File: config.mk
export PLATFORM = sky130hd
export DESIGN_NAME = cpu_core_seq_flat
export DESIGN_NICKNAME = d
export VERILOG_FILES = /design/src/rtl/cpu_pkg.sv /design/src/rtl/cpu_core_seq_if.sv /design/src/rtl/cpu_core_seq_alu.sv /design/src/rtl/cpu_core_seq.sv /design/src/flat_wrapper.sv
export SDC_FILE = /design/constraint.sdc
export NUM_CORES = 1
export LEC_CHECK = 0
export CAP_MARGIN = 15
export CORE_MARGIN = 8
export CORE_UTILIZATION = 53
export DETAILED_ROUTE_END_ITERATION = 16
export PLACE_DENSITY = 0.83
export SLEW_MARGIN = 40
export SYNTH_ARGS = -nofsm -noshare
export SYNTH_HDL_FRONTEND = slang
export SYNTH_HIERARCHICAL = 1
export SYNTH_SLANG_ARGS = --single-unit
File: constraint.sdc
create_clock -name clk_ph1 -period 7.8 [get_ports clk_ph1]
set_input_delay 0.78 -clock clk_ph1 [delete_from_list [all_inputs] [get_ports clk_ph1]]
set_output_delay 0.78 -clock clk_ph1 [all_outputs]
set_load 0.01 [all_outputs]
File: src/rtl/cpu_pkg.sv
// Shared definitions for the single-clock 6502-subset core:
// opcodes, FSM states, ALU operations and status-register layout.
package cpu_pkg;

    localparam logic [7:0] OP_LDA_IMM = 8'hA9;
    localparam logic [7:0] OP_ADC_IMM = 8'h69;
    localparam logic [7:0] OP_SBC_IMM = 8'hE9;
    localparam logic [7:0] OP_AND_IMM = 8'h29;
    localparam logic [7:0] OP_ORA_IMM = 8'h09;
    localparam logic [7:0] OP_EOR_IMM = 8'h49;
    localparam logic [7:0] OP_CLC     = 8'h18;
    localparam logic [7:0] OP_SEC     = 8'h38;
    localparam logic [7:0] OP_NOP     = 8'hEA;
    localparam logic [7:0] OP_JMP_ABS = 8'h4C;

    typedef enum logic [1:0] {
        ST_FETCH = 2'd0,
        ST_OPER  = 2'd1,
        ST_JHI   = 2'd2
    } state_t;

    typedef enum logic [1:0] {
        ALU_SUM = 2'd0,
        ALU_AND = 2'd1,
        ALU_OR  = 2'd2,
        ALU_EOR = 2'd3
    } alu_op_t;

    // Status layout {N,V,1,0,0,0,Z,C}; bit 5 is hard-wired high.
    localparam int P_C = 0;
    localparam int P_Z = 1;
    localparam int P_V = 6;
    localparam int P_N = 7;

    localparam logic [7:0] P_RESET  = 8'h20;
    localparam logic [7:0] IR_RESET = OP_NOP;

    function automatic logic isImmediate(input logic [7:0] op);
        return (op == OP_LDA_IMM) || (op == OP_ADC_IMM) || (op == OP_SBC_IMM) ||
               (op == OP_AND_IMM) || (op == OP_ORA_IMM) || (op == OP_EOR_IMM);
    endfunction

endpackage

File: src/rtl/cpu_core_seq_if.sv
// Memory-read and debug/trace bundle of the core; master is the CPU,
// slave is the memory map / trace side.
interface cpu_core_seq_if #(
    parameter int DW = 8,
    parameter int AW = 2 * DW
);
    logic          rdy;
    logic [DW-1:0] data_in;
    logic [AW-1:0] addr;
    logic          rd_en;
    logic [DW-1:0] ac_out;
    logic [7:0]    p_out;
    logic [AW-1:0] pc_out;
    logic [7:0]    ir_out;
    logic [1:0]    state_out;
    logic          illegal;

    modport master (
        input  rdy, data_in,
        output addr, rd_en, ac_out, p_out, pc_out, ir_out, state_out, illegal
    );

    modport slave (
        output rdy, data_in,
        input  addr, rd_en, ac_out, p_out, pc_out, ir_out, state_out, illegal
    );
endinterface

File: src/rtl/cpu_core_seq_alu.sv
// Combinational DW-bit ALU: add with carry (optionally on an inverted
// operand for subtraction) plus the three bitwise logic operations.
module alu_param
    import cpu_pkg::*;
#(
    parameter int DW = 8
) (
    input  logic [DW-1:0] i_a,
    input  logic [DW-1:0] i_b,
    input  logic          i_cin,
    input  alu_op_t       i_op,
    input  logic          i_invB,
    output logic [DW-1:0] o_res,
    output logic          o_cout,
    output logic          o_ovf
);

    logic [DW-1:0] w_b;
    logic [DW:0]   w_sum;

    // Overflow is judged on the post-inversion operand so SBC reuses the adder.
    always_comb begin
        w_b    = i_invB ? ~i_b : i_b;
        w_sum  = {1'b0, i_a} + {1'b0, w_b} + {{DW{1'b0}}, i_cin};
        o_cout = w_sum[DW];
        o_ovf  = (i_a[DW-1] == w_b[DW-1]) && (w_sum[DW-1] != i_a[DW-1]);
        case (i_op)
            ALU_AND: o_res = i_a & w_b;
            ALU_OR:  o_res = i_a | w_b;
            ALU_EOR: o_res = i_a ^ w_b;
            default: o_res = w_sum[DW-1:0];
        endcase
    end

endmodule

File: src/rtl/cpu_core_seq.sv
// Single-clock 6502-subset core: FETCH/OPER/JHI sequencer, PC, A/P/IR
// registers and decode, stallable with rdy.
module cpu_core_seq
    import cpu_pkg::*;
#(
    parameter int            DW       = 8,
    parameter int            AW       = 2 * DW,
    parameter logic [AW-1:0] RESET_PC = '0
) (
    input  logic              clk_ph1,
    input  logic              rst,
    cpu_core_seq_if.master    bus
);

    state_t        r_state;
    state_t        w_stateNext;
    logic [AW-1:0] r_pc;
    logic [AW-1:0] w_pcNext;
    logic [AW-1:0] w_pcInc;
    logic [7:0]    r_ir;
    logic [7:0]    w_irNext;
    logic [DW-1:0] r_ac;
    logic [DW-1:0] w_acNext;
    logic [7:0]    r_p;
    logic [7:0]    w_pNext;
    logic [DW-1:0] r_lo;
    logic [DW-1:0] w_loNext;
    logic          r_illegal;
    logic          w_illegalNext;
    logic          w_setNz;

    alu_op_t       w_aluOp;
    logic          w_aluInvB;
    logic [DW-1:0] w_aluRes;
    logic          w_aluCout;
    logic          w_aluOvf;

    alu_param #(.DW(DW)) u_alu (
        .i_a    (r_ac),
        .i_b    (bus.data_in),
        .i_cin  (r_p[P_C]),
        .i_op   (w_aluOp),
        .i_invB (w_aluInvB),
        .o_res  (w_aluRes),
        .o_cout (w_aluCout),
        .o_ovf  (w_aluOvf)
    );

    assign w_pcInc = r_pc + {{(AW-1){1'b0}}, 1'b1};

    // The address always comes from registered PC, so data_in never reaches addr.
    assign bus.addr      = r_pc;
    assign bus.rd_en     = rst;
    assign bus.ac_out    = r_ac;
    assign bus.p_out     = r_p;
    assign bus.pc_out    = r_pc;
    assign bus.ir_out    = r_ir;
    assign bus.state_out = r_state;
    assign bus.illegal   = r_illegal;

    always_ff @(posedge clk_ph1) begin
        if (!rst) begin
            r_state <= ST_FETCH;
        end else if (bus.rdy) begin
            r_state <= w_stateNext;
        end
    end

    always_ff @(posedge clk_ph1) begin
        if (!rst) begin
            r_pc      <= RESET_PC;
            r_ir      <= IR_RESET;
            r_ac      <= '0;
            r_p       <= P_RESET;
            r_lo      <= '0;
            r_illegal <= 1'b0;
        end else if (bus.rdy) begin
            r_pc      <= w_pcNext;
            r_ir      <= w_irNext;
            r_ac      <= w_acNext;
            r_p       <= w_pNext;
            r_lo      <= w_loNext;
            r_illegal <= w_illegalNext;
        end
    end

    // Decode and next-state; implied and undefined ops leave PC alone (dummy read).
    always_comb begin
        w_stateNext   = r_state;
        w_pcNext      = r_pc;
        w_irNext      = r_ir;
        w_acNext      = r_ac;
        w_pNext       = r_p;
        w_loNext      = r_lo;
        w_illegalNext = r_illegal;
        w_setNz       = 1'b0;
        w_aluOp       = ALU_SUM;
        w_aluInvB     = 1'b0;

        case (r_state)
            ST_FETCH: begin
                w_irNext    = bus.data_in[7:0];
                w_pcNext    = w_pcInc;
                w_stateNext = ST_OPER;
            end

            ST_OPER: begin
                w_stateNext = ST_FETCH;
                if (isImmediate(r_ir)) begin
                    w_pcNext = w_pcInc;
                    w_setNz  = 1'b1;
                end
                case (r_ir)
                    OP_LDA_IMM: w_acNext = bus.data_in;
                    OP_ADC_IMM, OP_SBC_IMM: begin
                        w_aluInvB      = (r_ir == OP_SBC_IMM);
                        w_acNext       = w_aluRes;
                        w_pNext[P_C]   = w_aluCout;
                        w_pNext[P_V]   = w_aluOvf;
                    end
                    OP_AND_IMM: begin
                        w_aluOp  = ALU_AND;
                        w_acNext = w_aluRes;
                    end
                    OP_ORA_IMM: begin
                        w_aluOp  = ALU_OR;
                        w_acNext = w_aluRes;
                    end
                    OP_EOR_IMM: begin
                        w_aluOp  = ALU_EOR;
                        w_acNext = w_aluRes;
                    end
                    OP_CLC:     w_pNext[P_C] = 1'b0;
                    OP_SEC:     w_pNext[P_C] = 1'b1;
                    OP_NOP:     ;
                    OP_JMP_ABS: begin
                        w_loNext    = bus.data_in;
                        w_pcNext    = w_pcInc;
                        w_stateNext = ST_JHI;
                    end
                    default:    w_illegalNext = 1'b1;
                endcase
                if (w_setNz) begin
                    w_pNext[P_N] = w_acNext[DW-1];
                    w_pNext[P_Z] = (w_acNext == '0);
                end
            end

            ST_JHI: begin
                w_pcNext    = {bus.data_in, r_lo};
                w_stateNext = ST_FETCH;
            end

            default: w_stateNext = ST_FETCH;
        endcase
    end

endmodule
File: src/flat_wrapper.sv
// flat-port wrapper written by rule: the top's interface ports become plain ports
module cpu_core_seq_flat import cpu_pkg::*;
#(
    parameter int            DW       = 8,
    parameter int            AW       = 2 * DW,
    parameter logic [AW-1:0] RESET_PC = '0
)
  (clk_ph1, rst, bus_rdy, bus_data_in, bus_addr, bus_rd_en, bus_ac_out, bus_p_out, bus_pc_out, bus_ir_out, bus_state_out, bus_illegal);
  cpu_core_seq_if #(.DW(DW), .AW(AW)) bus_i ();
  input  logic clk_ph1;
  input  logic rst;
  input wire logic [$bits(bus_i.rdy)-1:0] bus_rdy;
  input wire logic [$bits(bus_i.data_in)-1:0] bus_data_in;
  output wire logic [$bits(bus_i.addr)-1:0] bus_addr;
  output wire logic [$bits(bus_i.rd_en)-1:0] bus_rd_en;
  output wire logic [$bits(bus_i.ac_out)-1:0] bus_ac_out;
  output wire logic [$bits(bus_i.p_out)-1:0] bus_p_out;
  output wire logic [$bits(bus_i.pc_out)-1:0] bus_pc_out;
  output wire logic [$bits(bus_i.ir_out)-1:0] bus_ir_out;
  output wire logic [$bits(bus_i.state_out)-1:0] bus_state_out;
  output wire logic [$bits(bus_i.illegal)-1:0] bus_illegal;
  assign bus_i.rdy = bus_rdy;
  assign bus_i.data_in = bus_data_in;
  assign bus_addr = bus_i.addr;
  assign bus_rd_en = bus_i.rd_en;
  assign bus_ac_out = bus_i.ac_out;
  assign bus_p_out = bus_i.p_out;
  assign bus_pc_out = bus_i.pc_out;
  assign bus_ir_out = bus_i.ir_out;
  assign bus_state_out = bus_i.state_out;
  assign bus_illegal = bus_i.illegal;
  cpu_core_seq #(.DW(DW), .AW(AW), .RESET_PC(RESET_PC)) u_core (.clk_ph1(clk_ph1), .rst(rst), .bus(bus_i));
endmodule
==> out/metrics.yaml, run 1 <==
syn_to_final_growth_pct: 17.2
die_area_sq_mm: 0.00952
drive_above_1_share_pct: 7.22
multi_input_area_sq_mm: 0.00219
final_hold_viol_count: 0
numCtsBuffers: 5
dpl.hpwl_microns: 7700
antenna_found_initial: 0
crit_path_end_kind: "register"
combPwrFrac_pct: 20.7
ctsResizeCount: 0
hp-class: "reg -> reg"
initial_core_util_pct: 55.2
power_frac_seq_pct: 50.4
rsz0062_at_grt: "false"
num_io_pins: 71
worstPathArrival_ns: 4.76
cpMostUsedCell: "fa_1"
switching_share_pct: 29.8
layout_commonest_cell: "clkdlybuf4s50_1"
worstPathCellList: "nor3b_2 -> nand2_1 -> nor3_1 -> buf_4 -> xor2_1 -> fa_1 -> inv_1 -> fa_1 -> nand2b_1 -> a21oi_2 -> nor4_1 -> o21ai_1 -> o311ai_1 -> a21boi_0 -> a31o_2 -> or4_1 -> o31ai_1"
place_congestion: 0.942
slew_viol_final: 0
clock_power_share_pct: 28.9
power.switching_mw: 0.154
avgSynthCellArea_sq_um: 7.80
vias_per_cell: 6.40
required_ns: 8.01
gr-total-overflow: 0
fillers: 549
crit_path_start: "u_core/bus.ir_out[3]"
tritoncts: "done"
crit_path_max_fanout: 11
most-common-layout-cells: "65 x clkdlybuf4s50_1, 47 x dfxtp_1, 43 x nand2_1"
cpMaxStageDelayCell: "or4_1"
synth_edf_count: 0
p_int_mw: 0.361
min_period_ns: 4.55
yosysSeqAreaShare_pct: 26.7
wl_microns: 10700
drc_errors: 0
netlist_area_sq_mm: 0.00352
synth_flop_cell: "dfxtp_1"
tightestPinTransition_ns: 0.782
post_cts_buffers: 0
drt-initial-drc-count: 494
cp_top_family: "simple AND/OR/NAND/NOR gates"
cp.buffers_inverters: 2
grt_max_degree: 35
powerDensity_mw_per_mm2: 125
critPathLaunchType: "register"
core.rowCount: 29
cts-root-buf: "clkbuf_8"
die_x_microns: 97.6
antennaDiodeCount: 0
ys.warnings.count: 6
reg2reg_from: "u_core/bus.ir_out[3]"
power_leakage_nw: 1.61
grt_pass1_vias: 3398
num_vias: 3597
status: "finished, final reports clean"
cts_sinks: 47
nets: 515
maxCapViolCount: 0
max_freq_mhz: 220
die_y_microns: 97.6
cts_hold_buf: 0
ant_nets: 0
core_sq_mm: 0.00639
ys_types: 66
critPathMaxStageDelay_ns: 0.50
relSlewSlack_pct: 47.6
h-tree-depth: 2
tns_ns: 0
clk_pin_slew_ns: 0.08
peakVddDrop_v: 0.0000855
register_area_sq_um: 941
setup_viol: 0
synth_cells: 452
clk_latency_ns: 0.30
grtUsageTotal_pct: 21.2
wl_per_cell_microns: 19.0
async_flop_share_pct: 0
min-delay-start: "u_core/bus.illegal"
drt_first_pass_iters: 5
port_buffers: 66
ys_ff_latch: 47
cts_max_path_buffers: 2
place_inst: 555
period_share_pct: 58.3
grt_pass1_wl_microns: 17100
fin_skew_ns: 0.00611
final_cell_count_no_fill: 562
worstSetupPathType: "reg -> reg"
==> area by class of cell <==
class / instances / area share [%]
clock buffers: 6 / 2.00
flip-flops and latches: 47 / 22.8
clock inverters: 1 / 0.121
well taps: 77 / 2.33
multi-input cells: 327 / 53.0
repair buffers: 70 / 16.6
inverters: 34 / 3.18
==> registers in the layout (all words and copies together), names as in the netlist <==
register              flops
u_core/bus.p_out          4
u_core/bus.ir_out         8
u_core/r_lo               8
u_core/bus.ac_out         8
u_core/bus.state_out      2
u_core/bus.addr          16
u_core/bus.illegal        1
==> cell families after synthesis <==
| family | after synthesis | synth area share [%] |
|---|---|---|
| other | 2 | 0.213 |
| AND/OR/NAND/NOR | 158 | 22.8 |
| flip-flops | 47 | 26.7 |
| AO/OA/AOI/OAI | 117 | 22.6 |
| adder cells (fa/ha/maj) | 19 | 7.17 |
| XOR/XNOR | 12 | 2.98 |
| buffers and inverters | 80 | 11.6 |
| multiplexers | 17 | 5.89 |
==> synth_stat cells, types with 11 or more instances <==
cell type	number	area share, %
buf_4	23	4.9
o21ai_0	12	1.7
dfxtp_1	47	27
nand2_1	43	4.6
nand3_1	12	1.7
nor3_1	11	1.6
clkbuf_1	15	1.6
a21oi_1	35	5.0
inv_1	31	3.3
mux2i_1	14	4.0
nor2_1	42	4.5
ha_1	17	6.0
==> final timing paths <==
path                         endpoint  slack (ns)  cells past startpoint
setup / recovery  u_core/bus.p_out[1]        3.25                     17
hold / removal     u_core/bus.illegal        0.48                      1
setup reg to reg  u_core/bus.p_out[1]        3.25                     17
hold reg to reg    u_core/bus.illegal        0.48                      1
==> power by group through the flow <==
stage          clock (mW)  sequential (mW)  combinational [mW]
2_1_floorplan           0            0.262              0.0678
3_3_place_gp            0            0.264               0.102
3_5_place_dp            0            0.265               0.104
4_1_cts             0.150            0.259               0.104
5_1_grt             0.158            0.261               0.115
6_report            0.149            0.260               0.107
==> layer usage <==
layer  wire length [microns]  global-route usage, %  part of all wire, %  vias to the layer above
met5                       0                      0                    0                        -
met4                     263                   7.93                  2.5                        0
met3                     916                   3.49                  8.6                       22
met2                    4970                   35.0                   47                      206
met1                    4500                   27.0                   42                     1706
li1                        -                      -                    -                     1663
==> stage by stage <==
step | hold WS, ns | cell area (sq um) | util [%] | worst slack (ns) | power [mW]
detailed placement | 0.461 | 4040 | 63.3 | 3.39 | 0.368
CTS | 0.476 | 4130 | 64.6 | 3.34 | 0.514
floorplan | 0.455 | 3530 | - | 3.76 | 0.330
global placement | 0.446 | 4040 | 63.2 | 3.61 | 0.366
global route | 0.504 | 4130 | 64.7 | 3.02 | 0.534
finish | 0.476 | 4130 | 64.7 | 3.25 | 0.515
(Power assumes the default switching activity.)
==> inputs of run 2 (changes only) <==
Settings changed: CORE_UTILIZATION 53 to 52, PLACE_DENSITY 0.83 to 0.82.
Clock period 7.8 ns to 4.7 ns, I/O delays scaled along.
==> out/metrics.yaml, run 2 (same netlist as run 1, synthesis figures left out) <==
status: "finished, final reports clean"
h-tree-depth: 2  # unchanged
cts-root-buf: "clkbuf_8"
clk_latency_ns: 0.30  # about the same
num_vias: 3569  # -0.78%
syn_to_final_growth_pct: 20.1
tightestPinTransition_ns: 0.765  # -0.0172 ns
period_share_pct: 90.0  # +32 points
hold_depth: 1  # unchanged
post_cts_buffers: 0  # unchanged
nets: 524  # +1.7%
ff2ff_setup_slack_ns: 0.47  # -2.78 ns
required_ns: 4.91  # -3.10 ns
layout_commonest_cell: "clkdlybuf4s50_1"
maxCapViolCount: 0  # unchanged
grt_busiest_layer: "met2"
hp-class: "reg -> reg"
tritoncts: "done"
antennaDiodeCount: 0  # unchanged
dpl.hpwl_microns: 7700  # about the same
drt_first_pass_iters: 5  # unchanged
fin_util_pct: 63.4  # -1.3 points
fin_hold_ws_ns: 0.479  # +0.00278 ns
antenna_found_initial: 0  # unchanged
core_sq_mm: 0.00668  # +4.6%
rsz0062_at_grt: "false"
die_x_microns: 98.3  # +0.80%
power_leakage_nw: 1.66  # +2.9%
grtUsageTotal_pct: 21.2  # -0.069 points
reg2reg_from: "u_core/bus.ir_out[3]"
slew_viol_final: 0  # unchanged
numCtsBuffers: 5  # unchanged
grt_max_degree: 35  # unchanged
vias_per_cell: 6.21  # -3.0%
worstReg2RegEnd: "u_core/bus.p_out[1]"
crit_path_end_kind: "register"
ant_nets: 0  # unchanged
worstSetupPathType: "reg -> reg"
relSlewSlack_pct: 49.0  # +1.4 points
ctsResizeCount: 0  # unchanged
min-delay-start: "u_core/bus.illegal"
grt_pass1_wl_microns: 17000  # -0.16%
initial_core_util_pct: 52.8  # -2.4 points
die_area_sq_mm: 0.00967  # +1.6%
largest_reg_flops: 16  # unchanged
place_inst: 567  # +2.2%
port_buffers: 66  # unchanged
core.rowCount: 30  # +3.4%
grtUsageMet2_pct: 34.0  # -1.0 points
holdPathEnd: "u_core/bus.illegal"
reg2reg_depth: 17  # unchanged
min_period_ns: 4.23  # -0.317 ns
most-common-layout-cells: "66 x clkdlybuf4s50_1, 47 x dfxtp_1, 43 x nand2_1"
wl_microns: 10500  # -0.98%
cts_max_path_buffers: 2  # unchanged
drc_errors: 0  # unchanged
place_congestion: 0.929  # -1.4%
fin_skew_ns: 0.0109  # +0.00484 ns
worstPathArrival_ns: 4.44  # -0.32 ns
cts_hold_buf: 0  # unchanged
final_cell_count_no_fill: 575  # +2.3%
critPathLaunchType: "register"
max_freq_mhz: 236  # +7.5%
final_hold_viol_count: 0  # unchanged
peakVddDrop_v: 0.000132  # +54%
drive_above_1_share_pct: 8.69  # +1.5 points
gr-total-overflow: 0  # unchanged
gr-usage-met1_pct: 27.4  # +0.40 points
drt-initial-drc-count: 390  # -21%
crit_path_max_fanout: 7  # -4
die_y_microns: 98.3  # +0.80%
clk_pin_slew_ns: 0.10  # +0.02 ns
grt_pass1_vias: 3368  # -0.88%
setup_viol: 0  # unchanged
tns_ns: 0  # unchanged
num_io_pins: 71  # unchanged
powerDensity_mw_per_mm2: 218  # +75%
cts_sinks: 47  # unchanged
use_met3_pct: 3.77  # +0.28 points
wl_per_cell_microns: 18.3  # -3.2%
[run 2: cell count changes in the layout (fill, tap and decap cells not counted), sizes merged]
| cell | before | now |
|---|---|---|
| buf | 5 | 13 |
| bufinv | 0 | 1 |
| clkdlybuf4s50 | 65 | 66 |
| inv | 33 | 34 |
| clkinvlp | 0 | 1 |
| clkbuf | 6 | 5 |
| clkinv | 2 | 1 |
[run 2: where the power goes]
| part | switching [mW] | internal [mW] |
|---|---|---|
| sequential | 0.0150 | 0.408 |
| clock | 0.149 | 0.160 |
| combinational | 0.108 | 0.0823 |
| total | 0.272 | 0.651 |
[run 2: how the worst max path moves through the flow]
stage | start | endpoint | slack (ns)
after floorplan | u_core/bus.ir_out[0] | u_core/bus.p_out[1] | 0.66
after global placement | u_core/bus.ir_out[0] | u_core/bus.p_out[1] | 0.63
after detailed placement | u_core/bus.ir_out[0] | u_core/bus.p_out[1] | 0.58
after CTS | u_core/bus.ir_out[3] | u_core/bus.p_out[1] | 0.53
after global routing | u_core/bus.ir_out[0] | u_core/bus.p_out[1] | 0.08
final | u_core/bus.ir_out[3] | u_core/bus.p_out[1] | 0.47
[run 2: cell type report]
type / instances / area (sq um)
Clock buffer: 5 / 68.8
Timing Repair Buffer: 79 / 758
Clock inverter: 3 / 46.3
Inverter: 34 / 130
Fill cell: 583 / 2450
Sequential cell: 47 / 941
Multi-Input combinational cell: 327 / 2190
Tap cell: 80 / 100
[run 2: worst max-delay path, cell delays in order (launching register included)]
cell and delay (ns):
dfxtp_1 0.45, nor3b_2 0.39, nand2_1 0.12, nor3_1 0.35, buf_4 0.25, xor2_1 0.25
inv_1 0.08, ha_1 0.37, nand4_1 0.10, a21oi_1 0.13, and3b_1 0.23, mux2i_1 0.13
and3_1 0.16, and3_1 0.18, a311o_1 0.35, a22oi_1 0.19, nand4_1 0.16, o31ai_1 0.26
[run 2: metal layers]
layer	up-vias	share of wire, %	routed length [microns]
met5	-	0	0
met2	172	47	5000
met3	20	7.8	824
met4	0	2.2	229
met1	1697	43	4500
li1	1680	-	-
[run 2: metrics by stage]
step / power, mW / setup WS [ns] / cell area [sq um]
global placement: 0.614 / 0.630 / 4110
finish: 0.923 / 0.468 / 4230
CTS: 0.921 / 0.529 / 4230
global route: 0.957 / 0.0752 / 4230
detailed placement: 0.619 / 0.578 / 4120
floorplan: 0.547 / 0.656 / 3530
